[src/rtl/uart_rx.sv]
// uart_rx -- 8N1 asynchronous serial receiver, 16x oversampled.
//
// Recovers frames (start, DATA_SIZE data bits LSB first, stop) from the rx
// line using the shared 16x baud tick. Each word is presented on data_out
// with a one-clock rx_done_tick; frame_err travels with it and flags a stop
// bit that sampled low. A word with a framing error is still delivered.
//
// Ports:
//   clk           system clock
//   reset         asynchronous, active-high reset
//   s_tick        one-clk pulse at 16x baud rate
//   rx            serial line, asynchronous to clk, idle high
//   data_out      last received word (holds until the next frame)
//   rx_done_tick  one-clk pulse: data_out / frame_err valid
//   frame_err     stop bit of the last word sampled low
module uart_rx #(
    parameter int DATA_SIZE      = 8,
    parameter int BIT_COUNT_SIZE = $clog2(DATA_SIZE + 1)
) (
    input  logic                 clk,
    input  logic                 reset,
    input  logic                 s_tick,
    input  logic                 rx,
    output logic [DATA_SIZE-1:0] data_out,
    output logic                 rx_done_tick,
    output logic                 frame_err
);

    typedef enum logic [1:0] {IDLE, START, DATA, STOP} state_t;

    localparam logic [BIT_COUNT_SIZE-1:0] LAST_BIT = BIT_COUNT_SIZE'(DATA_SIZE - 1);
    localparam logic [BIT_COUNT_SIZE-1:0] BIT_ONE  = BIT_COUNT_SIZE'(1);

    state_t                    state, state_n;
    logic [3:0]                sample_count, sample_count_n;
    logic [BIT_COUNT_SIZE-1:0] bit_count, bit_count_n;
    logic [DATA_SIZE-1:0]      shift_reg, shift_reg_n;
    logic                      wait_high, wait_high_n;
    logic [DATA_SIZE-1:0]      data_out_n;
    logic                      frame_err_n;
    logic                      rx_done_n;
    logic                      rx_meta, rx_s;

    // Two-flop synchronizer; resets to the idle (high) line level so that
    // reset release never looks like a start bit.
    always_ff @(posedge clk or posedge reset) begin
        if (reset) begin
            rx_meta <= 1'b1;
            rx_s    <= 1'b1;
        end else begin
            rx_meta <= rx;
            rx_s    <= rx_meta;
        end
    end

    always_ff @(posedge clk or posedge reset) begin
        if (reset) begin
            state        <= IDLE;
            sample_count <= '0;
            bit_count    <= '0;
            shift_reg    <= '0;
            wait_high    <= 1'b0;
            data_out     <= '0;
            frame_err    <= 1'b0;
            rx_done_tick <= 1'b0;
        end else begin
            state        <= state_n;
            sample_count <= sample_count_n;
            bit_count    <= bit_count_n;
            shift_reg    <= shift_reg_n;
            wait_high    <= wait_high_n;
            data_out     <= data_out_n;
            frame_err    <= frame_err_n;
            rx_done_tick <= rx_done_n;
        end
    end

    always_comb begin
        state_n        = state;
        sample_count_n = sample_count;
        bit_count_n    = bit_count;
        shift_reg_n    = shift_reg;
        wait_high_n    = wait_high;
        data_out_n     = data_out;
        frame_err_n    = frame_err;
        rx_done_n      = 1'b0;

        if (s_tick) begin
            unique case (state)
                IDLE: begin
                    if (!rx_s) begin
                        state_n        = START;
                        sample_count_n = '0;
                    end
                end
                START: begin
                    // Mid start bit: a line back high here was a glitch.
                    if (sample_count == 4'd7) begin
                        if (!rx_s) begin
                            state_n        = DATA;
                            sample_count_n = '0;
                            bit_count_n    = '0;
                        end else begin
                            state_n = IDLE;
                        end
                    end else begin
                        sample_count_n = sample_count + 4'd1;
                    end
                end
                DATA: begin
                    if (sample_count == 4'd15) begin
                        sample_count_n = '0;
                        shift_reg_n    = {rx_s, shift_reg[DATA_SIZE-1:1]};
                        if (bit_count == LAST_BIT) begin
                            bit_count_n = '0;
                            state_n     = STOP;
                        end else begin
                            bit_count_n = bit_count + BIT_ONE;
                        end
                    end else begin
                        sample_count_n = sample_count + 4'd1;
                    end
                end
                STOP: begin
                    if (wait_high) begin
                        // Hold off until the line recovers so a stuck-low
                        // or break condition yields only one word.
                        if (rx_s) begin
                            wait_high_n = 1'b0;
                            state_n     = IDLE;
                        end
                    end else if (sample_count == 4'd15) begin
                        data_out_n     = shift_reg;
                        frame_err_n    = ~rx_s;
                        rx_done_n      = 1'b1;
                        sample_count_n = '0;
                        if (rx_s) state_n     = IDLE;
                        else      wait_high_n = 1'b1;
                    end else begin
                        sample_count_n = sample_count + 4'd1;
                    end
                end
                default: state_n = IDLE;
            endcase
        end
    end

endmodule
[config.mk]
export PLATFORM = sky130hd
export DESIGN_NAME = uart_rx
export DESIGN_NICKNAME = d
export VERILOG_FILES = /design/src/rtl/uart_rx.sv
export SDC_FILE = /design/constraint.sdc
export NUM_CORES = 1
export LEC_CHECK = 0
export ABC_CLOCK_PERIOD_IN_PS = 1500
export CAP_MARGIN = 20
export CORE_MARGIN = 3
export CORE_UTILIZATION = 50
export CTS_CLUSTER_DIAMETER = 60
export DETAILED_ROUTE_END_ITERATION = 10
export PLACE_DENSITY = 0.85
export SETUP_SLACK_MARGIN = 0.15
export SLEW_MARGIN = 20
export SYNTH_ARGS = -nofsm -noshare
export SYNTH_HDL_FRONTEND = slang
export SYNTH_SLANG_ARGS = --single-unit
[constraint.sdc]
create_clock -name clk -period 1.5 [get_ports clk]
set_input_delay 0.225 -clock clk [delete_from_list [all_inputs] [get_ports clk]]
set_output_delay 0.225 -clock clk [all_outputs]
set_load 0.005 [all_outputs]
==> metrics.md, run 1 <==
| Metric | Value |
|---|---|
| Status | `finished, final reports clean` |
| Fillers | `164` |
| Clk Latency, worst-skew pair | `0.34 ns` |
| Final ANT Viol Nets | `0` |
| Clk sink count | `31` |
| Final TNS setup | `0 ns` |
| Vias | `about 1000` |
| Fin. max-slew vios | `0` |
| Switching power | `0.7285 mW` |
| Leakage power | `just under 1 nW` |
| Final Hold Violating Endpoints | `0` |
| Post-Syn Instances | `around 110` |
| Cell Area, Placed | `approximately 1700 sq um` |
| Asr flop ratio synth | `100.0%` |
| TritonCTS Buffers | `5` |
| Ys Warns | `0` |
| Number of synthesized flops with an enable pin | `0` |
| Crit path max-delay family | `simple AND/OR/NAND/NOR gates` |
| Largest net degree at the start of global routing | `32` |
| Clock network fraction of total power | `roughly a fifth` |
| Hold crit path type | `in -> async` |
| Site Rows | `18` |
| Syn avg cell area | `~13 sq um` |
| Core Box Area | `2590 sq um` |
| Req. time, crit path | `around 1.7 ns` |
| Switching Share | `32.42%` |
| Htree depth | `2` |
| WL/cell | `15.42 um` |
| Vias per inst | `approximately 5.5` |
| TritonRoute pass-1 iters | `4` |
| Hold slack | `between 0.2 and 0.25 ns` |
| Vias in the first global route | `1072` |
| # hold bufs at CTS | `0` |
| Dominant synthesized flop cell | `dfrtp_1` |
| Nets | `around 160` |
| Max_cap viols | `0` |
| Final GP Congestion | `0.8087` |
| Synth area leader | `dfrtp_1` |
| Initial Utilization | `around 55%` |
| DR DRC count | `0` |
| Distinct cell type count after synthesis | `38` |
| Pwr dens | `1182 nW/um^2` |
| Synthesized Nets | `120` |
| Number of antenna violations at the first check in global routing | `0` |
| Part of the power in registers | `a little under half` |
| Final setup vio count | `0` |
| Clock Tree Root | `clkbuf_4` |
| Clock Skew | `about 0.0075 ns` |
| Layout Cell Area excl Fill | `around 1900 sq um` |
| Flop and latch count out of synthesis | `31` |
| Sequential share of the synthesized area | `about 55%` |
| Area contributors post-synth | `dfrtp_1 51%, mux2_4 8.4%, mux2_1 5.5%` |
| Max frequency | `between 600 and 700 MHz` |
| Placed insts | `170` |
| Critical path's slowest cell | `dfrtp_1` |
| GRT Residual Overflow | `0` |
| HPWL after DPL | `approximately 1.9 mm` |
| Top cell type's share of synthesized area | `just over 50%` |
| Critical Path Sink Type | `flip-flop` |
| Critical path class | `reg -> reg` |
| Synthesis-to-finish area growth | `33.25%` |
| Worst Setup Start Kind | `flip-flop` |
| Logic pwr share | `about a third` |
| Crit-path max FO | `5` |
| Actual slew at the worst max-slew pin | `~0.32 ns` |
| Global-route wire length before repair | `~5 mm` |
| Post-Route WL | `between 2 and 3 mm` |
| Total inserted antenna cells | `0` |
| Worst-path clk slew | `about 0.09 ns` |
| CTS tree | `yes` |
| Die footprint | `between 3000 and 4000 sq um` |
| P_int | `between 1.5 and 2 mW` |
| Ports | `14` |
| Worst path cell trace | `ha_4 > and3_4 > nand2_4 > nor2_4 > mux2_4` |
| Die span in y | `around 60 um` |
| Mapped Area | `about 1400 sq um` |
| Share of post-route cells with drive strength above 1 | `between 30% and 40%` |
| Final worst-path cycle share | `slightly below 100%` |
| Buf+Inv Stages, Crit Path | `0` |
| Slowest stage delay, CP | `about 0.40 ns` |
| Overall Global Routing Usage | `about a fifth` |
| Slew margin rel. | `78.69%` |
| Worst vdd ir | `~1200 uV` |
| CTS Buffer Depth | `2` |
| Fin cells | `approximately 190` |
| Die Width | `between 50 and 60 um` |
| Final min period | `between 1 and 1.5 ns` |
| Input/output buffers | `13` |
| WP data arrival | `about 1.7 ns` |
| Unrepaired setup endpoints after global routing | `true` |
| Initial DRC Count | `34` |
[tightest hold or removal path, cell delays in order]
cell and delay [ns]:
clkdlybuf4s50_1 0.40, inv_1 0.09, buf_12 0.20
[cell usage after synthesis, drive strengths merged (2+ instances only)]
library cell,n
o21ai,8
o21a,2
ha,2
buf,3
nand2,10
nor2,5
nand3,4
nor4b,2
nor2b,2
and2,2
a21oi,4
dfrtp,29
mux2,16
and3,3
dfstp,2
a22o,4
inv,2
[cell type report]
cell class / instances / area (sq um) / share of cell area [%]
Timing Repair Buffer: 38 / 329.1 / 17.31
Tap cell: 30 / 37.54 / 1.975
Sequential cell: 31 / 782.0 / 41.15
Inverter: 2 / 7.507 / 0.3950
Multi-Input combinational cell: 80 / 694.4 / 36.54
Clock buffer: 7 / 45.04 / 2.370
Clock inverter: 1 / 5.005 / 0.2633
[through the flow]
step,util (%),power (mW),setup WS [ns]
2_1_floorplan,-,1.403,0.03674
3_3_place_gp,66.04,1.610,-0.2201
3_5_place_dp,66.04,1.644,-0.2688
4_1_cts,71.84,2.206,0.02751
5_1_grt,73.38,2.389,-0.04452
6_report,73.38,2.247,0.01644
[logic make-up (layout without fill, tap and decap cells)]
family,count (synthesis),in the layout,synth area share (%)
AND/OR/NAND/NOR,37,39,16.23
flip-flops,31,31,54.56
multiplexers,17,17,15.44
adder cells (fa/ha/maj),2,2,1.754
AO/OA/AOI/OAI,22,22,10.00
buffers and inverters,5,48,2.018
[layout by cell type (no fill, tap or decap), drive strengths merged, types with 4 or more instances in the layout]
master / Yosys / layout
nand2: 10 / 10
mux2: 16 / 16
o21ai: 8 / 8
clkbuf: 0 / 7
a22o: 4 / 4
nor2: 5 / 6
nand3: 4 / 4
buf: 3 / 25
dlygate4sd2: 0 / 10
dfrtp: 29 / 29
a21oi: 4 / 4
[path summary, 6_finish.rpt]
check,from,end,slack [ns],cells after the start
worst min-delay path,reset,bit_count[0]$_DFFE_PP0P_,0.22,3
worst max register to register,sample_count[1]$_DFFE_PP0P_,data_out[7]$_DFFE_PP0P_,0.02,5
worst max-delay path,sample_count[1]$_DFFE_PP0P_,data_out[7]$_DFFE_PP0P_,0.02,5
min in group clk,rx,rx_meta$_DFF_PP1_,0.29,1
worst min register to register,rx_meta$_DFF_PP1_,rx_s$_DFF_PP1_,0.36,0
max in group asynchronous,reset,rx_meta$_DFF_PP1_,1.04,3
[power by group through the flow]
stage	Combinational (mW)	Clock [mW]	Sequential, mW
2_1_floorplan	0.379	0	1.02
3_3_place_gp	0.560	0	1.05
3_5_place_dp	0.589	0	1.06
4_1_cts	0.664	0.484	1.06
5_1_grt	0.796	0.509	1.08
6_report	0.715	0.463	1.07
[metal layers]
metal | global-route usage (%) | part of all wire, %
met1 | 24.12 | 42
met2 | 30.89 | 52
met3 | 8.279 | 4.3
met4 | 7.443 | 1.7
met5 | 0 | 0
[timing repair]
action,4_1_cts,5_1_grt
setup buffers,8,1
pin swaps,4,4
gates cloned,2,0
setup endpoints to repair,34,26
resized for setup,20,9
No activity file was read; power rests on OpenSTA's default activity.
==> run 2, diff against run 1 <==
--- a/config.mk
+++ b/config.mk
@@ -6,7 +6,7 @@
 export NUM_CORES = 1
 export LEC_CHECK = 0
 export ABC_CLOCK_PERIOD_IN_PS = 1500
-export CAP_MARGIN = 20
+export CAP_MARGIN = 25
 export CORE_MARGIN = 3
 export CORE_UTILIZATION = 50
 export CTS_CLUSTER_DIAMETER = 60
==> constraint.sdc (replaced) <==
create_clock -name clk -period 1.5 [get_ports clk]
set_input_delay 0.3 -clock clk [delete_from_list [all_inputs] [get_ports clk]]
set_output_delay 0.3 -clock clk [all_outputs]
set_load 0.005 [all_outputs]
==> run 2 against run 1 <==
  * Clock skew up 0.0018 ns
  * Worst hold slack better by 0.075 ns
  * Sequential cell count unchanged
  * Fmax up 0.37%
  * Clock power about the same
  * Largest cell class unchanged
==> metrics.md, run 2 (same netlist as run 1, synthesis figures left out) <==
| Metric | Value |
|---|---|
| Status | `finished, final reports clean` |
| Worst path cell trace | `clkdlybuf4s50_1 > and3_1 > nand2_4 > nor2_4 > mux2_4` |
| Fin worst setup slack | `about 0.022 ns` |
| Pwr dens | `about 1200 nW/um^2` |
| Final min period | `~1.5 ns` |
| Final worst-path cycle share | `98.54%` |
| Site Rows | `18` |
| Die span in y | `59.41 um` |
| Clock Tree Root | `clkbuf_4` |
| Clock Skew | `slightly above 0.009 ns` |
| GRT Residual Overflow | `0` |
| Nets | `approximately 160` |
| Clk sink count | `31` |
| Met1 Resource Use GR | `a little over a quarter` |
| Global-route wire length before repair | `5.181 mm` |
| Leakage power | `0.9512 nW` |
| Grt peak-use layer | `met2` |
| DR DRC count | `0` |
| Input/output buffers | `13` |
| Met3 GRT Util | `under 10%` |
| Req. time, crit path | `between 1.5 and 2 ns` |
| Largest net degree at the start of global routing | `32` |
| Core Box Area | `~2600 sq um` |
| Fin. max-slew vios | `0` |
| Most common cell after layout, fill and taps aside | `dfrtp_1` |
| Critical Path Sink Type | `flip-flop` |
| Placed insts | `170` |
| Worst-path clk slew | `approximately 0.09 ns` |
| Critical path's slowest cell | `clkdlybuf4s50_1` |
| Met2 Usage GRT | `between 30% and 40%` |
| Final ANT Viol Nets | `0` |
| Hold slack | `0.2946 ns` |
| Die footprint | `approximately 3500 sq um` |
| Htree depth | `2` |
| Slew margin rel. | `about 78%` |
| Ports | `14` |
| Slowest stage delay, CP | `roughly 0.55 ns` |
| Critical path class | `in -> reg` |
| Initial Utilization | `between 50 and 60%` |
| RR Startpoint | `sample_count[1]$_DFFE_PP0P_` |
| Hold crit path type | `in -> async` |
| Final setup vio count | `0` |
| Initial DRC Count | `32` |
| Share of post-route cells with drive strength above 1 | `roughly 42%` |
| Unrepaired setup endpoints after global routing | `true` |
| Cell depth of the worst setup path | `5` |
| Max_cap viols | `0` |
| Crit-path max FO | `5` |
| Vias per inst | `about 5.6` |
| Worst Setup Start Kind | `primary input` |
| CTS Buffer Depth | `2` |
| Fin cells | `around 190` |
| Buf+Inv Stages, Crit Path | `1` |
| Synthesis-to-finish area growth | `35.00%` |
| Total inserted antenna cells | `0` |
| Worst vdd ir | `~1300 uV` |
| Die Width | `between 50 and 60 um` |
| DP Worst Slack | `-0.3438 ns` |
| Final GP Congestion | `roughly 0.81` |
| Total power | `between 2 and 2.5 mW` |
| WL/cell | `around 15 um` |
| Vias in the first global route | `roughly 1100` |
| TritonCTS Buffers | `5` |
| CTS tree | `yes` |
| Max frequency | `about 680 MHz` |
| Worst Reg2Reg Path Length in Cells | `5` |
| HPWL after DPL | `about 1.9 mm` |
| Worst R2R Setup Slack | `approximately 0.03 ns` |
| Most frequent cells in the layout | `26 x dfrtp_1, 22 x buf_4, 16 x mux2_4` |
| Crit path max-delay family | `buffers and inverters` |
| Vias | `between 1000 and 1500` |
| Number of antenna violations at the first check in global routing | `0` |
| TritonRoute pass-1 iters | `4` |
| Post-Route WL | `2.876 mm` |
| WP data arrival | `approximately 1.7 ns` |
| Critical R2R Capture | `data_out[7]$_DFFE_PP0P_` |
| Overall Global Routing Usage | `between 20% and 30%` |
| Final Hold Violating Endpoints | `0` |
| Clk Latency, worst-skew pair | `between 0.3 and 0.4 ns` |
| Actual slew at the worst max-slew pin | `around 0.32 ns` |
[run 2: changes by cell type in the layout (fill, tap and decap cells not counted), sizes merged]
cell / delta
clkdlybuf4s15: +2
dlygate4sd2: -2
[run 2: repair_timing]
item | in CTS | in global routing
pin swaps | 7 | 2
buffers inserted | 8 | 1
hold buffers | 0 | 0
endpoints found under the hold margin | 0 | 0
resized for setup | 30 | 8
setup endpoints to repair | 34 | 29
cloned | 2 | 0
[run 2: final cells by class]
class	instances	area, sq um
timing repair buffer	38	327.8
sequential	31	782.0
clock inverter	1	5.005
tap	30	37.54
fill	149	664.4
multi-input combinational	80	720.7
inverter	2	7.507
clock buffer	7	45.04
[run 2: worst max-delay path by stage]
| stage | slack (ns) | endpoint | startpoint |
|---|---|---|---|
| 2_1_floorplan | 0.04 | data_out[0]$_DFFE_PP0P_ | sample_count[0]$_DFFE_PP0P_ |
| 3_3_place_gp | -0.30 | data_out[3]$_DFFE_PP0P_ | s_tick |
| 3_5_place_dp | -0.34 | data_out[2]$_DFFE_PP0P_ | s_tick |
| 4_1_cts | 0.02 | data_out[0]$_DFFE_PP0P_ | sample_count[1]$_DFFE_PP0P_ |
| 5_1_grt | -0.04 | data_out[7]$_DFFE_PP0P_ | sample_count[1]$_DFFE_PP0P_ |
| 6_report | 0.02 | data_out[7]$_DFFE_PP0P_ | s_tick |
[run 2: stage by stage]
| stage | setup TNS, ns | utilization, % | cell area, sq um |
|---|---|---|---|
| after detailed placement | -6.485 | 66.04 | 1710 |
| after global routing | -0.1684 | 74.35 | 1926 |
| after floorplan | 0 | - | 1431 |
| after CTS | 0 | 73.33 | 1899 |
| final | 0 | 74.35 | 1926 |
| after global placement | -5.288 | 66.04 | 1710 |
[run 2: where the power goes]
group / switching, mW / internal [mW] / total, mW
Clock: 0.283 / 0.182 / 0.465
Sequential: 0.133 / 0.935 / 1.07
Combinational: 0.298 / 0.390 / 0.687
[run 2: tightest hold or removal path, delay by kind of cell]
kind,cells,cell delay (ns)
buffers and inverters,3,0.69
[run 2: routing by layer]
metal  up-vias  wire length (um)
li1        507                 -
met4         0                51
met1       508              1261
met3         5               150
met5         -                 0
met2        29              1412
==> run 3, diff against run 2 <==
--- a/config.mk
+++ b/config.mk
@@ -11,7 +11,8 @@
 export CORE_UTILIZATION = 50
 export CTS_CLUSTER_DIAMETER = 60
 export DETAILED_ROUTE_END_ITERATION = 10
-export PLACE_DENSITY = 0.85
+export DONT_BUFFER_PORTS = 1
+export PLACE_DENSITY = 0.79
 export SETUP_SLACK_MARGIN = 0.15
 export SLEW_MARGIN = 20
 export SYNTH_ARGS = -nofsm -noshare
==> run 3 against run 2 <==
  * First-iteration DRC count down 3.1%
  * Clock power is 32% higher
  * Global-route usage shrank 1.2 points
  * Fmax is 2.3% higher
  * Final cell count shrank 13%
  * Core utilization down 6.7 points
  * Via count decreased by 9.1%
  * Clock-buffer cell count shrank 1
  * Cell area down 9.0%
  * Die area stayed put
  * Critical path type is now reg -> reg
  * Critical endpoint is now data_out[1]$_DFFE_PP0P_
==> metrics.md, run 3 (same netlist as run 1, synthesis figures left out) <==
| Metric | Value |
|---|---|
| Status | `finished, final reports clean` |
| Largest net degree at the start of global routing | `32` |
| Leakage power | `about 0.82 nW` |
| Post-Route WL | `2.792 mm` |
| Final Util | `67.68%` |
| Input/output buffers | `0` |
| Hold slack | `roughly 0.17 ns` |
| Core Box Area | `2590 sq um` |
| Global-route wire length before repair | `4.885 mm` |
| Final Hold Violating Endpoints | `0` |
| Die Width | `slightly below 60 um` |
| Final TNS setup | `0 ns` |
| Clk Latency, worst-skew pair | `approximately 0.34 ns` |
| Vias in the first global route | `1011` |
| Vias | `between 900 and 1000` |
| Final GP Congestion | `approximately 0.78` |
| Unrepaired setup endpoints after global routing | `true` |
| Worst vdd ir | `~1300 uV` |
| CTS Buffer Depth | `2` |
| Crit-path max FO | `5` |
| TritonRoute pass-1 iters | `4` |
| TritonCTS Buffers | `5` |
| DR DRC count | `0` |
| Most common cell after layout, fill and taps aside | `dfrtp_1` |
| Final ANT Viol Nets | `0` |
| Htree depth | `2` |
| Cell Area, Placed | `around 1500 sq um` |
| Layout Cell Area excl Fill | `around 1800 sq um` |
| Die span in y | `slightly below 60 um` |
| Most frequent cells in the layout | `26 x dfrtp_1, 16 x mux2_4, 10 x buf_4` |
| Die footprint | `roughly 3500 sq um` |
| Synthesis-to-finish area growth | `22.89%` |
| Clock Tree Root | `clkbuf_4` |
| Site Rows | `18` |
| Max_cap viols | `0` |
| Final setup vio count | `0` |
| WP data arrival | `about 1.7 ns` |
| HPWL after DPL | `about 1.7 mm` |
| Pwr dens | `1321 nW/um^2` |
| Ports | `14` |
| CTS tree | `yes` |
| Worst Setup Start Kind | `flip-flop` |
| GRT Residual Overflow | `0` |
| Overall Global Routing Usage | `between 10% and 20%` |
| Clk sink count | `31` |
| Number of antenna violations at the first check in global routing | `0` |
| Clock Skew | `0.01573 ns` |
| Actual slew at the worst max-slew pin | `around 0.37 ns` |
| Nets | `140` |
| Slew margin rel. | `between 70% and 80%` |
| Fillers | `~180` |
| Critical path class | `reg -> reg` |
| Vias per inst | `a little under 6` |
| Worst-path clk slew | `around 0.090 ns` |
| Initial DRC Count | `31` |
| Critical Path Sink Type | `flip-flop` |
| WL/cell | `roughly 17 um` |
| Hold crit path type | `in -> reg` |
| Total inserted antenna cells | `0` |
| Final min period | `about 1.4 ns` |
| Share of post-route cells with drive strength above 1 | `41.04%` |
| Final worst-path cycle share | `a little over nine tenths` |
| Req. time, crit path | `~1.7 ns` |
| Fin. max-slew vios | `0` |
| Initial Utilization | `55.07%` |
| Max frequency | `between 600 and 700 MHz` |
[run 3: final timing paths]
check	from	to	slack [ns]	depth (start not counted)
max	sample_count[1]$_DFFE_PP0P_	data_out[1]$_DFFE_PP0P_	0.05	5
min	s_tick	flip-flop	0.17	3
max reg2reg	sample_count[1]$_DFFE_PP0P_	data_out[1]$_DFFE_PP0P_	0.05	5
min reg2reg	rx_meta$_DFF_PP1_	rx_s$_DFF_PP1_	0.36	0
max in group asynchronous	reset	rx_s$_DFF_PP1_	0.70	3
min in group asynchronous	reset	shift_reg[2]$_DFFE_PP0P_	0.47	3
[run 3: per-layer routing]
layer / track usage (%) / vias up / routed length, um
met1: 23.60 / 475 / 1255
met5: 0 / - / 0
met2: 29.49 / 21 / 1384
met4: 6.796 / 0 / 35
met3: 9.586 / 4 / 117
li1: - / 454 / -
[run 3: where the power goes]
| group | leakage [nW] | switching, mW | internal, mW |
|---|---|---|---|
| logic | 0.384 | 0.283 | 0.342 |
| registers | 0.401 | 0.143 | 0.935 |
| clock network | 0.0383 | 0.270 | 0.343 |
[run 3: through the flow]
stage	worst slack, ns	power, mW	std cells
2_1_floorplan	0.03674	1.403	114
3_3_place_gp	0.05212	1.558	150
3_5_place_dp	0.001772	1.581	150
4_1_cts	0.04463	2.281	163
5_1_grt	-0.04820	2.461	164
6_report	0.05480	2.316	164
[run 3: what timing repair did]
| action | CTS | global route |
|---|---|---|
| setup buffers | 2 | 1 |
| endpoints found under the setup margin | 25 | 26 |
| gates cloned | 2 | 0 |
| gates resized for setup | 17 | 12 |
| pin swaps | 4 | 2 |
| hold buffers | 2 | 0 |
| endpoints found under the hold margin | 30 | 0 |
[run 3: final cells by class]
cell class                      count  area, sq um  share of cell area (%)
Multi-Input combinational cell     80        737.0                   42.04
Inverter                            2        7.507                  0.4283
Clock inverter                      1        30.03                   1.713
Tap cell                           30        37.54                   2.141
Timing Repair Buffer               14        117.6                   6.710
Sequential cell                    31        782.0                   44.61
Clock buffer                        6        41.29                   2.355
[run 3: worst max-delay path, cell delays in order (launching register included)]
cell     delay (ns)
dfrtp_1        0.40
ha_4           0.16
and3_4         0.20
nand2_4        0.08
nor2_4         0.19
mux2_4         0.31
